**config.mk**
```make
export PLATFORM = sky130hd
export DESIGN_NAME = memory_stage
export DESIGN_NICKNAME = d
export VERILOG_FILES = /design/src/rtl/mem_pkg.sv /design/src/rtl/load_store_align.sv /design/src/rtl/memory_stage.sv
export SDC_FILE = /design/constraint.sdc
export NUM_CORES = 1
export LEC_CHECK = 0
export ABC_CLOCK_PERIOD_IN_PS = 2500
export BUFFER_PORTS_ARGS = -buffer_cell sky130_fd_sc_hd__buf_2
export CORE_AREA = 2 2 240 242
export CTS_BUF_LIST = sky130_fd_sc_hd__clkbuf_4 sky130_fd_sc_hd__clkbuf_8
export DETAILED_ROUTE_END_ITERATION = 7
export DIE_AREA = 0 0 242 244
export PLACE_DENSITY = 0.52
export SYNTH_ARGS = -nofsm -noshare
export SYNTH_HDL_FRONTEND = slang
export SYNTH_SLANG_ARGS = --single-unit
```
**constraint.sdc**
```tcl
create_clock -name clk -period 2.5 [get_ports clk]
set_input_delay 0.25 -clock clk [delete_from_list [all_inputs] [get_ports clk]]
set_output_delay 0.25 -clock clk [all_outputs]
set_load 0.02 [all_outputs]
```
**src/rtl/mem_pkg.sv**
```systemverilog
// Shared definitions for the MEM stage: RISC-V load/store funct3 encodings
// and the memory-handshake FSM state encoding.
package mem_pkg;

    localparam logic [2:0] F3_LB  = 3'b000;
    localparam logic [2:0] F3_LH  = 3'b001;
    localparam logic [2:0] F3_LW  = 3'b010;
    localparam logic [2:0] F3_LD  = 3'b011;
    localparam logic [2:0] F3_LBU = 3'b100;
    localparam logic [2:0] F3_LHU = 3'b101;
    localparam logic [2:0] F3_LWU = 3'b110;

    typedef enum logic [0:0] {
        IDLE = 1'b0,
        WAIT = 1'b1
    } mem_state_e;

endpackage

```
**src/rtl/load_store_align.sv**
```systemverilog
// Combinational byte-lane steering: store strobes/data placement, alignment
// check and load extraction with sign/zero extension.
module load_store_align
    import mem_pkg::*;
(
    input  logic [2:0]  funct3,
    input  logic [2:0]  addr_lo,
    input  logic [63:0] store_data,
    input  logic [63:0] load_rdata,
    output logic [7:0]  wstrb,
    output logic [63:0] wdata,
    output logic        misaligned,
    output logic [63:0] load_data
);

    logic [5:0]  shamt_s;
    logic [63:0] lane_s;

    assign shamt_s = {addr_lo, 3'b000};
    assign lane_s  = load_rdata >> shamt_s;
    assign wdata   = store_data << shamt_s;

    // Store encodings share funct3[1:0] with loads, so one decode serves both.
    always_comb begin
        wstrb      = 8'h00;
        misaligned = 1'b0;
        load_data  = 64'h0;
        case (funct3)
            F3_LB: begin
                wstrb     = 8'h01 << addr_lo;
                load_data = {{56{lane_s[7]}}, lane_s[7:0]};
            end
            F3_LH: begin
                wstrb      = 8'h03 << addr_lo;
                misaligned = addr_lo[0];
                load_data  = {{48{lane_s[15]}}, lane_s[15:0]};
            end
            F3_LW: begin
                wstrb      = 8'h0F << addr_lo;
                misaligned = (addr_lo[1:0] != 2'b00);
                load_data  = {{32{lane_s[31]}}, lane_s[31:0]};
            end
            F3_LD: begin
                wstrb      = 8'hFF;
                misaligned = (addr_lo != 3'b000);
                load_data  = lane_s;
            end
            F3_LBU: begin
                wstrb     = 8'h01 << addr_lo;
                load_data = {56'h0, lane_s[7:0]};
            end
            F3_LHU: begin
                wstrb      = 8'h03 << addr_lo;
                misaligned = addr_lo[0];
                load_data  = {48'h0, lane_s[15:0]};
            end
            F3_LWU: begin
                wstrb      = 8'h0F << addr_lo;
                misaligned = (addr_lo[1:0] != 2'b00);
                load_data  = {32'h0, lane_s[31:0]};
            end
            default: begin
                // funct3 = 111 has no legal access; reported as misaligned
                wstrb      = 8'h00;
                misaligned = 1'b1;
                load_data  = 64'h0;
            end
        endcase
    end

endmodule

```
**src/rtl/memory_stage.sv**
```systemverilog
// RV64 MEM stage: data-memory req/ready handshake with stall and timeout,
// load alignment, and the MEM/WB pipeline register feeding writeback_stage.
module memory_stage
    import mem_pkg::*;
#(
    parameter int TIMEOUT_CYCLES = 64,
    parameter int CNT_W          = 7
) (
    input  logic        clk,
    input  logic        rst,
    input  logic        ValidM,
    input  logic        RegWriteEnM,
    input  logic        MemtoRegM,
    input  logic        JALM,
    input  logic        MemReadM,
    input  logic        MemWriteM,
    input  logic [2:0]  Funct3M,
    input  logic [4:0]  RdM,
    input  logic [63:0] ALU_ResultM,
    input  logic [63:0] WriteDataM,
    input  logic [63:0] PCPlus4M,
    output logic        dmem_req,
    output logic        dmem_we,
    output logic [63:0] dmem_addr,
    output logic [63:0] dmem_wdata,
    output logic [7:0]  dmem_wstrb,
    input  logic        dmem_ready,
    input  logic [63:0] dmem_rdata,
    output logic        StallM,
    output logic        RegWriteEnW,
    output logic        MemtoRegW,
    output logic        JALW,
    output logic [4:0]  RdW,
    output logic [63:0] ALU_ResultW,
    output logic [63:0] ReadDataW,
    output logic [63:0] PCPlus4W,
    output logic        MisalignW,
    output logic        AccessFaultW
);

    localparam logic [CNT_W-1:0] CNT_LAST = CNT_W'(TIMEOUT_CYCLES - 1);
    localparam logic [CNT_W-1:0] CNT_ONE  = CNT_W'(1);

    mem_state_e       state_q, state_d;
    logic [CNT_W-1:0] cnt_q, cnt_d;

    logic        mem_op_s, misaligned_s, align_mis_s, timeout_s;
    logic [7:0]  wstrb_s;
    logic [63:0] wdata_s, ext_s;

    logic        reg_write_en_w_q, reg_write_en_w_d;
    logic        memto_reg_w_q, memto_reg_w_d;
    logic        jal_w_q, jal_w_d;
    logic        misalign_w_q, misalign_w_d;
    logic        access_fault_w_q, access_fault_w_d;
    logic [4:0]  rd_w_q, rd_w_d;
    logic [63:0] alu_result_w_q, alu_result_w_d;
    logic [63:0] read_data_w_q, read_data_w_d;
    logic [63:0] pc_plus4_w_q, pc_plus4_w_d;

    load_store_align u_align (
        .funct3     (Funct3M),
        .addr_lo    (ALU_ResultM[2:0]),
        .store_data (WriteDataM),
        .load_rdata (dmem_rdata),
        .wstrb      (wstrb_s),
        .wdata      (wdata_s),
        .misaligned (align_mis_s),
        .load_data  (ext_s)
    );

    // Memory request and stall; a load+store combination is handled as a load.
    always_comb begin
        mem_op_s     = ValidM & (MemReadM | MemWriteM);
        misaligned_s = mem_op_s & align_mis_s;
        dmem_req     = mem_op_s & ~misaligned_s & ~rst;
        dmem_we      = dmem_req & ~MemReadM;
        dmem_wstrb   = dmem_we ? wstrb_s : 8'h00;
        dmem_wdata   = wdata_s;
        dmem_addr    = {ALU_ResultM[63:3], 3'b000};
        timeout_s    = (state_q == WAIT) & dmem_req & ~dmem_ready & (cnt_q == CNT_LAST);
        StallM       = dmem_req & ~dmem_ready & ~timeout_s;
    end

    // Handshake FSM and saturating wait counter.
    always_comb begin
        state_d = state_q;
        cnt_d   = cnt_q;
        case (state_q)
            IDLE: begin
                cnt_d = {CNT_W{1'b0}};
                if (dmem_req & ~dmem_ready) begin
                    state_d = WAIT;
                end else begin
                    state_d = IDLE;
                end
            end
            WAIT: begin
                if (~dmem_req | dmem_ready | timeout_s) begin
                    state_d = IDLE;
                    cnt_d   = {CNT_W{1'b0}};
                end else begin
                    state_d = WAIT;
                    cnt_d   = (&cnt_q) ? cnt_q : cnt_q + CNT_ONE;
                end
            end
            default: begin
                state_d = IDLE;
                cnt_d   = {CNT_W{1'b0}};
            end
        endcase
    end

    // MEM/WB register: a stalled cycle inserts a bubble and holds the data fields.
    always_comb begin
        rd_w_d         = rd_w_q;
        alu_result_w_d = alu_result_w_q;
        read_data_w_d  = read_data_w_q;
        pc_plus4_w_d   = pc_plus4_w_q;
        if (StallM) begin
            reg_write_en_w_d = 1'b0;
            memto_reg_w_d    = 1'b0;
            jal_w_d          = 1'b0;
            misalign_w_d     = 1'b0;
            access_fault_w_d = 1'b0;
        end else begin
            reg_write_en_w_d = RegWriteEnM & ValidM & ~misaligned_s & ~timeout_s;
            memto_reg_w_d    = MemtoRegM & ValidM;
            jal_w_d          = JALM & ValidM;
            misalign_w_d     = misaligned_s;
            access_fault_w_d = timeout_s;
            rd_w_d           = RdM;
            alu_result_w_d   = ALU_ResultM;
            read_data_w_d    = ext_s;
            pc_plus4_w_d     = PCPlus4M;
        end
    end

    always_ff @(posedge clk) begin
        if (rst) begin
            state_q          <= IDLE;
            cnt_q            <= {CNT_W{1'b0}};
            reg_write_en_w_q <= 1'b0;
            memto_reg_w_q    <= 1'b0;
            jal_w_q          <= 1'b0;
            misalign_w_q     <= 1'b0;
            access_fault_w_q <= 1'b0;
            rd_w_q           <= 5'd0;
            alu_result_w_q   <= 64'h0;
            read_data_w_q    <= 64'h0;
            pc_plus4_w_q     <= 64'h0;
        end else begin
            state_q          <= state_d;
            cnt_q            <= cnt_d;
            reg_write_en_w_q <= reg_write_en_w_d;
            memto_reg_w_q    <= memto_reg_w_d;
            jal_w_q          <= jal_w_d;
            misalign_w_q     <= misalign_w_d;
            access_fault_w_q <= access_fault_w_d;
            rd_w_q           <= rd_w_d;
            alu_result_w_q   <= alu_result_w_d;
            read_data_w_q    <= read_data_w_d;
            pc_plus4_w_q     <= pc_plus4_w_d;
        end
    end

    assign RegWriteEnW  = reg_write_en_w_q;
    assign MemtoRegW    = memto_reg_w_q;
    assign JALW         = jal_w_q;
    assign MisalignW    = misalign_w_q;
    assign AccessFaultW = access_fault_w_q;
    assign RdW          = rd_w_q;
    assign ALU_ResultW  = alu_result_w_q;
    assign ReadDataW    = read_data_w_q;
    assign PCPlus4W     = pc_plus4_w_q;

endmodule
```
### After elaboration in Yosys (flattened, before gate mapping)

Index checks and enable logic that the tools add are counted.

| storage, ports and cells | value |
|---|---|
| bits in registers | 210 |
| output and inout bits | 341 |

| operators by class | value |
|---|---|
| add/sub/neg operators | 1 |
| eq/ne operators | 8 |
| shift operators | 5 |
| multiplexer cells | 10 |
| bitwise operators | 25 |
| reduce and logical (&&, ||, !) cells | 8 |

Operator list:

| operator | number |
|---|---|
| 64-bit case mux with 7 select lines | 1 |
| 64-bit by 6-bit << shifter with 64-bit output | 1 |
| 64-bit by 6-bit right shift with 64-bit output | 1 |
| 8-bit case mux with 4 select lines | 1 |
| 1-bit bitwise AND | 15 |
| 7-bit 2-to-1 mux | 2 |
| 7-bit case mux with 2 select lines | 1 |
| 3-bit equality test, second input constant | 3 |
| 8-bit 2-to-1 mux | 1 |
| 2-bit OR reduction | 4 |
| 1-bit by 3-bit << shifter with 8-bit output, first input constant | 1 |
| 2-bit by 3-bit << shifter with 8-bit output, first input constant | 1 |
| 4-bit by 3-bit << shifter with 8-bit output, first input constant | 1 |
| 7-bit by 1-bit adder with 7-bit output, second input constant | 1 |
| 7-bit by 6-bit equality test with 1-bit output, second input constant | 1 |
| 1-bit NOT | 7 |
| 7-bit AND reduction | 1 |
| 3-bit by 2-bit equality test with 1-bit output, second input constant | 2 |
| 1-bit case mux with 4 select lines | 1 |
| 3-bit by 1-bit equality test with 1-bit output, second input constant | 1 |
| 3-bit logical NOT | 1 |
| 3-bit inequality test, second input constant | 1 |
| 1-bit bitwise OR | 3 |
| 3-bit nonzero test | 1 |
| other kinds (3) | 4 |

### Logic depth before layout (Yosys ltp)

| logic depth | value |
|---|---|
| word-level depth | 13 |
| depth in mapped cells | 11 |
| gate-level depth less buffers | 8 |

### Hierarchy

A second synthesis with hierarchy kept.

| unflattened totals | value |
|---|---|
| cell total of the unflattened synthesis | 1361 |
| area total of the unflattened synthesis | 14146.1 um^2 |

Modules (own cells, without submodules):

| module | instances | cells an instance | area an instance (um^2) | seq. area each (um^2) |
|---|---|---|---|---|
| memory_stage | 1 | 773 | 9821.9 | 4204.0 |
| load_store_align | 1 | 588 | 4324.1 | 0.0 |

### Worst setup path after synthesis

No wires, ideal clock.

| timing path | value |
|---|---|
| path kind | input port to output port |
| from | input ALU_ResultM[1] |
| to | output dmem_wdata[24] |
| arrival time | 2092 ps |
| slack | 158 ps |
| stages | 8 |
| path through | buf_4 > buf_4 > buf_2 > buf_2 > buf_2 > buf_2 > a211oi_1 > a211oi_1 |

| on the way | value |
|---|---|
| longest elaborated chain between the ends | 1 |

RTL lines:

| what | RTL line | text |
|---|---|---|
| from (decl) | memory_stage.sv:19 | `input logic [63:0] ALU_ResultM,` |
| 64-bit by 6-bit << shifter with 64-bit output | load_store_align.sv:21 | `assign wdata = store_data << shamt_s;` |
| to (decl) | memory_stage.sv:25 | `output logic [63:0] dmem_wdata,` |

No other way between the ends.

### Worst setup path after layout

| timing path | value |
|---|---|
| from | register cnt_q[0] |
| to | output StallM |

| on the way | value |
|---|---|
| longest elaborated chain between the ends | 4 |

RTL lines:

| what | RTL line | text |
|---|---|---|
| from (decl) | memory_stage.sv:45 | `logic [CNT_W-1:0] cnt_q, cnt_d;` |
| from (signal assigned) | memory_stage.sv:142 | `cnt_q <= {CNT_W{1'b0}};` |
| from (signal assigned) | memory_stage.sv:154 | `cnt_q <= cnt_d;` |
| 7-bit by 6-bit equality test with 1-bit output | memory_stage.sv:81 | `timeout_s = (state_q == WAIT) & dmem_req & ~dmem_ready & (cnt_q == CNT_LAST);` |
| 1-bit bitwise AND | memory_stage.sv:81 |  |
| 1-bit NOT | memory_stage.sv:82 | `StallM = dmem_req & ~dmem_ready & ~timeout_s;` |
| 1-bit bitwise AND | memory_stage.sv:82 |  |
| to (decl) | memory_stage.sv:29 | `output logic StallM,` |

No other way between the ends.

==> results.json <==
{
  "outcome": "finished, final reports clean",
  "critPathArrivalTime_ns": 2.12,
  "grt_max_degree": 154,
  "async_flop_share_pct": 0,
  "drc": 0,
  "fin_crit_ns": 2.37,
  "vias": 13727,
  "fin_nets": 2446,
  "finalHoldViolCount": 0,
  "critPathRequiredTime_ns": 2.25,
  "slew_headroom_pct": 23.1,
  "synth_largest_area_cell": "dfxtp_1",
  "overflow": 0,
  "crit_path_start_kind": "register",
  "grt_setup_unrepaired": "false",
  "insertion_delay_ns": 0.58,
  "die_h_um": 244,
  "fp.dieW_um": 242,
  "synth_cells": 1510,
  "syn_avg_cell_area_um2": 8.22,
  "synthToLayoutAreaGrowth_pct": 46.7,
  "worstSetupEndpointType": "primary output",
  "yosys_warnings": 0,
  "antenna_found_initial": 13,
  "clock-sinks": 210,
  "boundaryPins": 614,
  "slew_viol_final": 0,
  "placed_area_um2": 15900,
  "stdcell_area_um2": 18200,
  "maxCapViolCount": 0,
  "leakage_uw": 0.00896,
  "cts_tree": "built",
  "grt_util_all_layers_pct": 18.3,
  "drive_gt1_share_pct": 37.6,
  "power_density_nw_per_um2": 540,
  "hpwl_um": 43000,
  "h-tree-depth": 2,
  "portBuffers": 610,
  "skew_ns": 0.0238,
  "synthTopCellsByArea": "dfxtp_1 34%, nand2_1 11%, mux2i_1 8.8%, nand3b_1 8.5%, mux2_2 4.4%",
  "setup_slack_ns": 0.134,
  "grt_pass1_wl_um": 83300,
  "place.gp.congestion": 0.925,
  "pre_cts_slack_ns": -0.0529,
  "cts_root_buf": "clkbuf_8",
  "die_area_um2": 59000,
  "coreArea_um2": 56200,
  "totalWireLength_um": 57300,
  "worstHoldPathType": "in -> reg",
  "syn_area_um2": 12400,
  "drt_iter0_drc": 618,
  "setup-violations-final": 0,
  "synth-seq-cells": 210,
  "finalPower_uw": 9820,
  "grt_pass1_vias": 13531,
  "wl_per_cell_um": 19.4,
  "yosysSeqAreaShare_pct": 33.9,
  "tightest_slew_ns": 1.14,
  "synth.distinct_cells": 52,
  "first_pass_iters": 8,
  "start_util_pct": 22.1,
  "synth-edff-count": 0,
  "worstPathMaxFanout": 3,
  "cts_buffer_depth": 3,
  "fin_tns_setup_ns": 0,
  "numCtsBuffers": 38,
  "vias_per_cell": 4.65,
  "fin_crit_sh_pct": 94.7,
  "path_class": "reg -> out",
  "ant_nets": 0,
  "maxClockFrequency_ghz": 0.423,
  "synthFlopType": "dfxtp_1",
  "rows": 87,
  "ir_drop_mv": 0.274,
  "synth_top_cell_area_share_pct": 33.9,
  "hold_slack_ns": 0.102,
  "path_clk_slew_ns": 0.07
}
final cells by class:
| type | instances | area [um2] |
|---|---|---|
| Fill cell | 5945 | 38000 |
| Multi-Input combinational cell | 1096 | 7090 |
| Timing Repair Buffer | 811 | 5090 |
| Sequential cell | 210 | 4210 |
| Tap cell | 756 | 946 |
| Clock buffer | 58 | 717 |
| Clock inverter | 7 | 95.1 |
| Inverter | 8 | 37.5 |
| Antenna cell | 6 | 15.0 |
flip-flops by register name, indices dropped and copies added (netlist names):
register,flops
ALU_ResultW,64
JALW,1
state_q,1
PCPlus4W,64
RegWriteEnW,1
MisalignW,1
MemtoRegW,1
cnt_q,7
RdW,5
AccessFaultW,1
ReadDataW,64
worst paths after layout:
path	to	startpoint	cells past startpoint	slack [ns]
worst max-delay path	StallM	cnt_q[0]	6	0.13
worst min-delay path	ReadDataW[56]	dmem_rdata[56]	4	0.10
worst max register to register	ALU_ResultW[22]	cnt_q[0]	8	0.15
worst min register to register	ALU_ResultW[32]	ALU_ResultW[32]	2	0.43
critical path, stage by stage (launching register included):
cell and delay, ns:
dfxtp_4 0.35, ha_4 0.15, and3_4 0.17, and4_1 0.18, or4_4 0.47, inv_8 0.10
buf_8 0.11
routing by layer:
metal	global-route usage, %	share of wire, %	vias to the layer above
met5	0	0.12	-
met4	8.28	4.4	12
met3	6.31	8.8	129
met2	32.6	49	601
met1	19.4	37	6449
li1	-	-	6536
cell families after synthesis:
family | after synthesis | synth area share, %
buffers and inverters | 206 | 9.37
muxes | 174 | 16.1
other | 1 | 0.0302
xor gates and xnor gates | 3 | 0.212
DFF | 210 | 33.9
AOI/OAI and AO/OA | 235 | 12.7
and+or+nand+nor | 673 | 26.9
adders and majority gates | 8 | 0.807
cells in the mapped netlist (2+ instances only):
cell	count
nand2_1	357
dfxtp_1	210
nand3b_1	140
mux2i_1	109
buf_4	73
buf_2	70
nor2_1	66
a21oi_1	56
mux2_2	49
a22o_1	46
clkbuf_1	42
o21ai_0	36
nand4_1	32
a211oi_1	19
nor2b_1	19
o211ai_1	17
o22ai_1	16
a31oi_1	15
mux4_2	15
nand2b_1	13
and2_1	10
buf_1	10
a22oi_1	8
ha_1	8
inv_1	7
nor3_1	7
o22a_1	7
o2bb2ai_1	7
nand3_1	6
and3_1	5
or2_2	5
or4_1	4
buf_6	3
nor3b_1	2
o21bai_1	2
or3_1	2
xnor2_1	2
cell usage in the layout, fill, tap and decap left out, drive strengths merged, types with 10 or more instances in the layout:
master,instances
a211oi,20
a21oi,56
a22o,46
a31oi,15
and2,11
buf,674
clkbuf,58
dfxtp,210
dlygate4sd3,137
inv,10
mux2,50
mux2i,109
mux4,15
nand2,358
nand2b,13
nand3b,140
nand4,32
nor2,66
nor2b,19
o211ai,17
o21ai,36
o22ai,16
power by group:
group	total (uW)	switching [uW]	internal, uW
Sequential	3660	108	3560
Clock	3550	1520	2040
Combinational	2600	1530	1070
repair_timing:
item,CTS,global route
buffers inserted,6,0
hold buffers,137,0
endpoints found under the setup margin,1,5
pin swaps,2,1
resized for setup,10,1
endpoints found under the hold margin,137,0
metrics by stage:
stage,std cells,util [%]
finish,2952,32.4
floorplan,1512,-
global placement,2739,28.4
CTS,2947,32.4
detailed placement,2739,28.4
global route,2951,32.4
Note: power is estimated with default switching activity, not from simulation.
